--- src/rtl/pwm_audio_multi_out_if.sv ---
// Frame handshake between the audio sample source and the PWM output stage.
// Signals:
//   sample        CHANNELS*WIDTH frame, channel i at [i*WIDTH +: WIDTH]
//   sample_valid  frame present on sample
//   sample_ready  output stage can take a frame this cycle
// Modports: master (sample source), slave (PWM output stage).
interface pwm_audio_multi_out_if #(
    parameter int unsigned WIDTH    = 8,
    parameter int unsigned CHANNELS = 2
) ();
    logic [CHANNELS*WIDTH-1:0] sample;
    logic                      sample_valid;
    logic                      sample_ready;

    modport master (
        output sample,
        output sample_valid,
        input  sample_ready
    );

    modport slave (
        input  sample,
        input  sample_valid,
        output sample_ready
    );
endinterface

--- src/rtl/pwm_audio_multi_out.sv ---
// Multi-channel PWM audio output stage with a one-frame shadow buffer.
// A frame is accepted over the bus handshake into the shadow buffer and is
// swapped into the active duty registers only at a PWM period boundary, so a
// duty never changes mid-period. Boundaries with no pending frame repeat the
// last frame and are reported as underruns.
// Ports:
//   clk             system clock, rising edge
//   aclr_n          synchronous active-low reset
//   bus             slave side of pwm_audio_multi_out_if (sample/valid/ready)
//   pwm_out         registered PWM pins, one per channel
//   period_start    one-clock pulse at each period boundary
//   underrun        one-clock pulse at a boundary with an empty shadow buffer
//   underrun_count  saturating count of underrun pulses
// Optional feature: define PWM_AUDIO_SIGNED_INPUT_EN to treat each channel as
// two's complement (MSB inverted at accept, giving offset binary duty).
module pwm_audio_multi_out #(
    parameter int unsigned WIDTH    = 8,
    parameter int unsigned CHANNELS = 2,
    parameter int unsigned PRESCALE = 1
) (
    input  logic                clk,
    input  logic                aclr_n,
    pwm_audio_multi_out_if.slave bus,
    output logic [CHANNELS-1:0] pwm_out,
    output logic                period_start,
    output logic                underrun,
    output logic [15:0]         underrun_count
);
    localparam int unsigned FRAME_W = CHANNELS * WIDTH;
    localparam int unsigned PRE_W   = (PRESCALE > 1) ? $clog2(PRESCALE) : 1;
    localparam int unsigned CNT_W   = 16;

    logic [PRE_W-1:0]   pre_q;
    logic [WIDTH-1:0]   cnt_q;
    logic [FRAME_W-1:0] shadow_q;
    logic [FRAME_W-1:0] active_q;
    logic [FRAME_W-1:0] sample_conv;
    logic               shadow_full_q;
    logic               shadow_full_d;
    logic               ready_q;
    logic               tick;
    logic               boundary;
    logic               accept;

    assign tick     = (pre_q == PRE_W'(PRESCALE - 1));
    assign boundary = tick && (cnt_q == {WIDTH{1'b1}});
    assign accept   = bus.sample_valid && ready_q;

    // ready is a registered copy of !shadow_full, forced low while in reset
    assign bus.sample_ready = ready_q;

    // Shadow load value; signed input becomes offset binary by flipping each MSB
    always_comb begin
        sample_conv = bus.sample;
`ifdef PWM_AUDIO_SIGNED_INPUT_EN
        for (int i = 0; i < int'(CHANNELS); i++) begin
            sample_conv[i*WIDTH + WIDTH - 1] = ~bus.sample[i*WIDTH + WIDTH - 1];
        end
`else
`endif
    end

    // Boundary drains the shadow using its pre-edge state; a same-cycle accept refills it
    always_comb begin
        shadow_full_d = shadow_full_q;
        if (boundary) begin
            shadow_full_d = 1'b0;
        end
        if (accept) begin
            shadow_full_d = 1'b1;
        end
    end

    // Prescaler, tick counter, double buffer, underrun tracking and compare
    always_ff @(posedge clk) begin
        if (!aclr_n) begin
            pre_q          <= '0;
            cnt_q          <= '0;
            shadow_q       <= '0;
            active_q       <= '0;
            shadow_full_q  <= 1'b0;
            ready_q        <= 1'b0;
            pwm_out        <= '0;
            period_start   <= 1'b0;
            underrun       <= 1'b0;
            underrun_count <= '0;
        end else begin
            pre_q <= tick ? '0 : pre_q + PRE_W'(1);
            if (tick) begin
                cnt_q <= cnt_q + WIDTH'(1);
            end
            shadow_full_q <= shadow_full_d;
            ready_q       <= ~shadow_full_d;
            if (accept) begin
                shadow_q <= sample_conv;
            end
            if (boundary && shadow_full_q) begin
                active_q <= shadow_q;
            end
            period_start <= boundary;
            underrun     <= boundary && !shadow_full_q;
            if (boundary && !shadow_full_q && (underrun_count != {CNT_W{1'b1}})) begin
                underrun_count <= underrun_count + CNT_W'(1);
            end
            for (int i = 0; i < int'(CHANNELS); i++) begin
                pwm_out[i] <= (cnt_q < active_q[i*WIDTH +: WIDTH]);
            end
        end
    end
endmodule
--- src/flat_wrapper.sv ---
// flat-port wrapper written by rule: the top's interface ports become plain ports
module pwm_audio_multi_out_flat 
#(
    parameter int unsigned WIDTH    = 8,
    parameter int unsigned CHANNELS = 2,
    parameter int unsigned PRESCALE = 1
)
  (clk, aclr_n, pwm_out, period_start, underrun, underrun_count, bus_sample, bus_sample_valid, bus_sample_ready);
  pwm_audio_multi_out_if #(.WIDTH(WIDTH), .CHANNELS(CHANNELS)) bus_i ();
  input  logic clk;
  input  logic aclr_n;
  output logic [CHANNELS-1:0] pwm_out;
  output logic period_start;
  output logic underrun;
  output logic [15:0] underrun_count;
  input wire logic [$bits(bus_i.sample)-1:0] bus_sample;
  input wire logic [$bits(bus_i.sample_valid)-1:0] bus_sample_valid;
  output wire logic [$bits(bus_i.sample_ready)-1:0] bus_sample_ready;
  assign bus_i.sample = bus_sample;
  assign bus_i.sample_valid = bus_sample_valid;
  assign bus_sample_ready = bus_i.sample_ready;
  pwm_audio_multi_out #(.WIDTH(WIDTH), .CHANNELS(CHANNELS), .PRESCALE(PRESCALE)) u_core (.clk(clk), .aclr_n(aclr_n), .bus(bus_i), .pwm_out(pwm_out), .period_start(period_start), .underrun(underrun), .underrun_count(underrun_count));
endmodule
--- config.mk ---
export PLATFORM = sky130hd
export DESIGN_NAME = pwm_audio_multi_out_flat
export DESIGN_NICKNAME = d
export VERILOG_FILES = /design/src/rtl/pwm_audio_multi_out_if.sv /design/src/rtl/pwm_audio_multi_out.sv /design/src/flat_wrapper.sv
export SDC_FILE = /design/constraint.sdc
export NUM_CORES = 1
export LEC_CHECK = 0
export ABC_AREA = 1
export CAP_MARGIN = 20
export CORE_ASPECT_RATIO = 1.2
export CORE_MARGIN = 2
export CORE_UTILIZATION = 55
export DETAILED_ROUTE_END_ITERATION = 8
export PLACE_DENSITY = 0.91
export SYNTH_ARGS = -nofsm -noshare
export SYNTH_HDL_FRONTEND = slang
export SYNTH_SLANG_ARGS = --single-unit
--- constraint.sdc ---
create_clock -name clk -period 3.8 [get_ports clk]
set_clock_uncertainty 0.2 [all_clocks]
set_input_delay 0.57 -clock clk [delete_from_list [all_inputs] [get_ports clk]]
set_output_delay 0.57 -clock clk [all_outputs]
set_load 0.02 [all_outputs]
### After elaboration in Yosys (flattened, before gate mapping)

Index checks and enable logic that the tools add are counted.

| operators by class | value |
|---|---|
| add/sub/neg operators | 3 |
| order comparisons | 2 |
| equality and inequality tests | 2 |
| multiplexer cells | 2 |
| bitwise gates (word level) | 2 |
| reductions and logical operators | 7 |

Operators by type and width:

| kind | count |
|---|---|
| $add A16 B1 Y16 const B | 1 |
| $lt A8 B8 Y1 | 2 |
| $ne A16 B16 Y1 const B | 1 |
| $add A8 B1 Y8 const B | 1 |
| $eq A8 B8 Y1 const B | 1 |
| $logic_and A1 B1 Y1 | 5 |
| $mux W1 | 2 |
| $not A1 Y1 | 2 |
| $reduce_and A2 Y1 | 1 |
| $add A1 B1 Y1 const B | 1 |
| $logic_not A1 Y1 | 1 |

| word-level totals | value |
|---|---|
| register bits | 63 |
| bits of input ports | 19 |
| output and inout bits | 21 |
| logic and storage cells | 28 |

### Longest topological paths before layout

Gate-level depths: netlist of the first run.

| logic depth | value |
|---|---|
| depth after elaboration | 5 |
| gate-level depth with buffers | 9 |
| depth with buffers taken out | 9 |

### Least setup slack after synthesis of the first run

OpenSTA, ideal clock, no wires.

| timing path | value |
|---|---|
| kind | reg-to-reg |
| from | register u_core.underrun_count[0] |
| to | register u_core.underrun_count[14] |
| setup time | 114 ps |
| data arrival time | 1,427 ps |
| required time | 3,486 ps |
| slack | 2,059 ps |
| stages on the path, launching flop included | 9 |
| buffers on the path | 0 |
| clock period less this slack | 1,741 ps |
| cell sequence | dfxtp_1 -> ha_1 -> nand3_2 -> nor2_1 -> nand3_1 -> nand2_4 -> nand2_1 -> nand2_1 -> nor2_2 |

| on the way | value |
|---|---|
| cells in the longest elaborated chain, start to end | 2 |
| elaborated cells between the ends (all ways) | 3 |
| classes of those cells | add/sub: 1; eq/ne: 1; reduce/logical: 1 |

Ends and longest elaborated chain:

| what | RTL line | RTL |
|---|---|---|
| start, declared | pwm_audio_multi_out.sv:27 | `output logic [15:0] underrun_count` |
| start signal, assigned | pwm_audio_multi_out.sv:103 | `underrun_count <= underrun_count + CNT_W'(1);` |
| branches (longest 2 deep; another with $add A16 B1 Y16) | n/a |  |

Several ways; the timed one is not identified.
A chain may end at the register's enable or synchronous reset.

==> results of run 1 <==
cells in the mapped netlist (all sizes together):
| cell type | number | area (um2) |
|---|---|---|
| o21ai | 41 | 213 |
| o31a | 2 | 17.5 |
| conb | 1 | 3.75 |
| clkinv | 3 | 11.3 |
| nor3 | 5 | 25.0 |
| nand2 | 92 | 378 |
| inv | 48 | 180 |
| clkbuf | 6 | 22.5 |
| buf | 5 | 43.8 |
| xor2 | 5 | 43.8 |
| nor2 | 80 | 343 |
| dfxtp | 63 | 1260 |
| xnor2 | 3 | 26.3 |
| and2 | 1 | 6.26 |
| nand3b | 1 | 7.51 |
| nand3 | 13 | 70.1 |
| nand4 | 7 | 65.1 |
| ha | 16 | 200 |
| a21oi | 39 | 195 |
report_power, final:
group | internal, W | switching [W] | leakage, nW
clock | 0.000265 | 0.000246 | 0.0854
combinational | 0.0000396 | 0.0000451 | 0.908
sequential | 0.000679 | 0.0000134 | 0.512
total | 0.000983 | 0.000305 | 1.50
metrics by stage:
stage | setup WS, ns | util (%)
6_report | 1.46 | 66.4
5_1_grt | 1.24 | 66.4
4_1_cts | 1.48 | 66.4
3_5_place_dp | 1.12 | 63.4
3_3_place_gp | 1.19 | 63.4
2_1_floorplan | 2.06 | -
state kept, by name, indices dropped and copies added, names as in the netlist:
name,count
u_core.pwm_out,2
u_core.underrun,1
u_core.pre_q,1
u_core.period_start,1
u_core.cnt_q,8
u_core.shadow_full_q,1
u_core.active_q,16
u_core.bus.sample_ready,1
u_core.shadow_q,16
u_core.underrun_count,16
worst paths after layout:
check                     startpoint                         to  slack (ns)
setup / recovery              aclr_n  u_core.underrun_count[15]        1.46
hold / removal    u_core.active_q[8]         u_core.active_q[8]        0.25
setup reg to reg     u_core.cnt_q[1]        u_core.active_q[15]        1.85
hold reg to reg   u_core.active_q[8]         u_core.active_q[8]        0.25
routing by layer:
| metal | vias to the layer above | wire [um] | GRT usage (%) |
|---|---|---|---|
| li1 | 1452 | - | - |
| met1 | 1260 | 2650 | 23.6 |
| met2 | 76 | 3390 | 39.9 |
| met3 | 19 | 273 | 7.44 |
| met4 | 0 | 161 | 10.1 |
| met5 | - | 0 | 0 |
critical path, stage by stage:
cell and delay (ns):
clkdlybuf4s50_1 0.45, buf_4 0.36, clkinv_1 0.53, o21ai_0 0.33, inv_1 0.07, nor2_1 0.10
final cells by class:
class                   count  area share [%]
well taps                  64            2.17
inverters                  51            5.19
multi-input cells         306            43.2
clock inverters             1           0.136
repair buffers             40            10.8
flip-flops and latches     63            34.2
clock buffers              13            4.31
logic make-up (layout without fill, tap and decap cells):
group           after synthesis  count (layout)  synth area share [%]
compound gates               82              82                  13.7
simple gates                199             199                  28.7
fa+ha+maj                    16              16                  6.43
other cells                   1               1                 0.120
buf+inv                      62             105                  8.28
flops                        63              63                  40.5
xor+xnor                      8               8                  2.25
==> results.yml, run 1 <==
drt:
  post_drt_wl_per_cell_um: 12.0
  ant_nets: 0
  drt-total-wl_mm: 6.48
  vias: 2807
  via_per_inst: 5.22
  route.detailed.drc: 0
  drtIter0Drc: 166
  dr.pass1.iters: 4
global_routing:
  grt_usage_pct: 22.4
  grt_pass1_wl_mm: 10.9
  antenna_found_initial: 0
  grt_pass1_vias: 2610
  overflow: 0
  grt_max_degree: 46
power_and_ir_drop:
  p_total_w: 0.00129
  peakVddDrop_uv: 292
  p_leak_nw: 1.50
  pwr_density_cell_mw_per_mm2: 349
setup_path:
  cp.required_ns: 3.88
  path_max_fanout: 45
  path_class: "input port to register"
  reg2regPathDepth: 6
  crit_arrival_ns: 2.43
  crit_path_end_kind: "register"
  startpoint_type: "input port"
layout:
  final_cell_mix: "85 x nand2_1, 73 x nor2_1, 63 x dfxtp_1, 45 x inv_1"
  fin_area_mm2: 0.00369
  antenna_cells: 0
  drive_above_1_share_pct: 7.38
  multi_input_area_mm2: 0.00159
  fillers: 478
  register_area_mm2: 0.00126
  fin_nets: 506
  layout_commonest_cell: "nand2_1"
  area_growth_pct: 18.5
  final_cells: 538
clock_tree:
  path_clk_slew_ns: 0.06
  ctsResizeCount: 0
  postCtsSetupRepairBufs: 0
  cts_root_buf: "clkbuf_8"
  cts_hold_buf: 0
  htree_levels: 3
  cts_sinks: 63
  clk_path_buf_depth: 2
  cts-buffers-inserted: 9
  clock_latency_ns: 0.35
  cts_tree: "built"
sta:
  setup_tns_ns: 0
  setup_viol: 0
  fin_crit_ns: 2.34
  min_period_over_period_pct: 61.7
  holdWs_ns: 0.254
  hold_viol: 0
  tightest_slew_ns: 0.503
  max_freq_ghz: 0.427
  rsz0062_at_grt: "false"
  slew_headroom_pct: 66.3
  slew_violations: 0
yosys:
  syn-num-nets: 466
  ys_warn_count: 0
  netlist_area_mm2: 0.00311
  synthesis.instances: 431
  synth_cell_types: 30
  avgSynthCellArea_um2: 7.22
  synth-seq-cells: 63
  seq_area_frac_synth_pct: 40.5
job:
  cap_violations: 0
placed_design:
  io_buffers: 39
  place_congestion: 0.874
  dp_cells: 524
  dp_hpwl_mm: 4.71
  place_area_mm2: 0.00352
die:
  rows: 30
  die-area_mm2: 0.00628
  io_pins: 40
  die-height_um: 86.4
  initial_core_util_pct: 56.0
  core_area_mm2: 0.00556
  die_w_um: 72.7
worst_hold_path:
  hold_class: "register to register"
  hold_path_depth: 2
run_status:
  status: "complete, no violations"
No activity file was read; power rests on OpenSTA's default activity.
==> inputs of run 2 (changes only) <==
--- a/config.mk
+++ b/config.mk
@@ -9,9 +9,9 @@
 export CAP_MARGIN = 20
 export CORE_ASPECT_RATIO = 1.2
 export CORE_MARGIN = 2
-export CORE_UTILIZATION = 55
+export CORE_UTILIZATION = 50
 export DETAILED_ROUTE_END_ITERATION = 8
-export PLACE_DENSITY = 0.91
+export PLACE_DENSITY = 0.88
 export SYNTH_ARGS = -nofsm -noshare
 export SYNTH_HDL_FRONTEND = slang
 export SYNTH_SLANG_ARGS = --single-unit
==> constraint.sdc (replaced) <==
create_clock -name clk -period 2.1 [get_ports clk]
set_clock_uncertainty 0.2 [all_clocks]
set_input_delay 0.315 -clock clk [delete_from_list [all_inputs] [get_ports clk]]
set_output_delay 0.315 -clock clk [all_outputs]
set_load 0.02 [all_outputs]
==> run 2 against run 1 <==
Effect of this change: non-clock buffer count up 4; largest power group unchanged; critical path depth down 5; global-route usage shrank 1.7 points; die area rose by 9.5%; highest routed layer unchanged; via count grew 0.57%; sequential cell count stayed put; combinational power up 90%; utilization is 3.6 points lower; final area is 2.3% higher; final cell count increased by 4.5%; clock power increased by 110%; worst hold slack worse by 0.0031 ns.
==> results.yml, run 2 (synthesis gave the netlist of run 1 again) <==
power_and_ir_drop:
  pwr_density_cell_mw_per_mm2: 653
  peakVddDrop_uv: 533
  p_leak_nw: 1.54
layout:
  fin_nets: 510
  register_area_mm2: 0.00126
  drive_above_1_share_pct: 8.96
  area_growth_pct: 21.3
  multi_input_area_mm2: 0.00159
  fillers: 540
  layout_commonest_cell: "nand2_1"
  fin_util_pct: 62.8
  final_cell_mix: "85 x nand2_1, 73 x nor2_1, 63 x dfxtp_1, 45 x inv_1"
  antenna_cells: 0
  top_regs: "u_core.active_q: 16 flops, u_core.shadow_q: 16 flops, u_core.underrun_count: 16 flops"
global_routing:
  antenna_found_initial: 0
  grt_pass1_wl_mm: 11.5
  overflow: 0
  grt_usage_pct: 20.7
  grt_pass1_vias: 2796
  grt_max_degree: 32
setup_path:
  cpPeakStageDelay_ns: 0.65
  path_cells: "clkdlybuf4s50_1"
  crit_arrival_ns: 1.46
  crit_path_end_kind: "primary output"
  cp.depth: 1
  startpoint_type: "register"
  cp.required_ns: 1.58
  cpMaxStageDelayCell: "clkdlybuf4s50_1"
  path_delay_family: "buffers and inverters"
  path_class: "register to primary output"
  path_buf_inv: 1
  reg2regPathDepth: 6
  path_max_fanout: 6
clock_tree:
  cts_sinks: 63
  postCtsSetupRepairBufs: 0
  cts_hold_buf: 0
  cts_root_buf: "clkbuf_8"
  clock_latency_ns: 0.35
  htree_levels: 3
  cts-buffers-inserted: 9
  clk_path_buf_depth: 2
  ctsResizeCount: 0
  path_clk_slew_ns: 0.07
  cts_tree: "built"
sta:
  setup_viol: 0
  max_freq_ghz: 0.506
  min_period_over_period_pct: 94.1
  layout_setup_ws_ns: 0.124
  rsz0062_at_grt: "false"
  setup_tns_ns: 0
  hold_viol: 0
  fin_crit_ns: 1.98
  slew_violations: 0
  holdWs_ns: 0.251
placed_design:
  place_congestion: 0.899
  io_buffers: 39
  dp_hpwl_mm: 4.79
  pre_cts_slack_ns: 0.286
die:
  die-area_mm2: 0.00688
  io_pins: 40
  initial_core_util_pct: 51.8
  rows: 31
  die_w_um: 76.0
  die-height_um: 90.4
  core_area_mm2: 0.00601
drt:
  post_drt_wl_per_cell_um: 11.5
  route.detailed.drc: 0
  dr.pass1.iters: 4
  ant_nets: 0
  via_per_inst: 5.02
  drtIter0Drc: 109
  drt-total-wl_mm: 6.44
  vias: 2823
worst_hold_path:
  hold_class: "register to register"
  hold_path_depth: 2
job:
  cap_violations: 0
run_status:
  status: "complete, no violations"
## run 2: final timing paths
path,from,endpoint,slack [ns]
worst max-delay path,u_core.underrun_count[2],underrun_count[2],0.12
worst max register to register,u_core.cnt_q[1],u_core.active_q[15],0.13
worst min-delay path,u_core.active_q[8],u_core.active_q[8],0.25
worst min register to register,u_core.active_q[8],u_core.active_q[8],0.25
## run 2: area by class of cell
| cell class | instances | area share [%] |
|---|---|---|
| clock buffers | 10 | 3.65 |
| clock inverters | 6 | 1.59 |
| inverters | 51 | 5.07 |
| multi-input cells | 306 | 42.2 |
| flip-flops and latches | 63 | 33.4 |
| well taps | 82 | 2.72 |
| repair buffers | 44 | 11.3 |
## run 2: worst reg2reg max path, stage by stage, from the launching register on
cell and delay [ns]:
dfxtp_1 0.40, ha_1 0.28, nand4_4 0.17, nor2_4 0.18
nand2_4 0.21, o21ai_0 0.34, a21oi_1 0.08
## run 2: per-layer routing
layer,track usage (%),vias up,wire length (um)
met5,0,-,0
met4,14.4,0,275
met3,5.00,25,261
met2,36.7,70,3280
met1,21.3,1265,2630
li1,-,1463,-
## run 2: where the power goes
part | internal, W | switching [W] | total [W]
sequential | 0.00123 | 0.0000239 | 0.00125
combinational | 0.0000772 | 0.0000835 | 0.000161
clock | 0.000573 | 0.000482 | 0.00105
total | 0.00188 | 0.000589 | 0.00247
## run 2: stage by stage
| stage | power (W) | cells | cell area (um2) |
|---|---|---|---|
| floorplan | 0.00137 | 431 | 3110 |
| global placement | 0.00143 | 546 | 3580 |
| detailed placement | 0.00144 | 546 | 3580 |
| CTS | 0.00249 | 562 | 3770 |
| global route | 0.00257 | 562 | 3770 |
| finish | 0.00247 | 562 | 3770 |
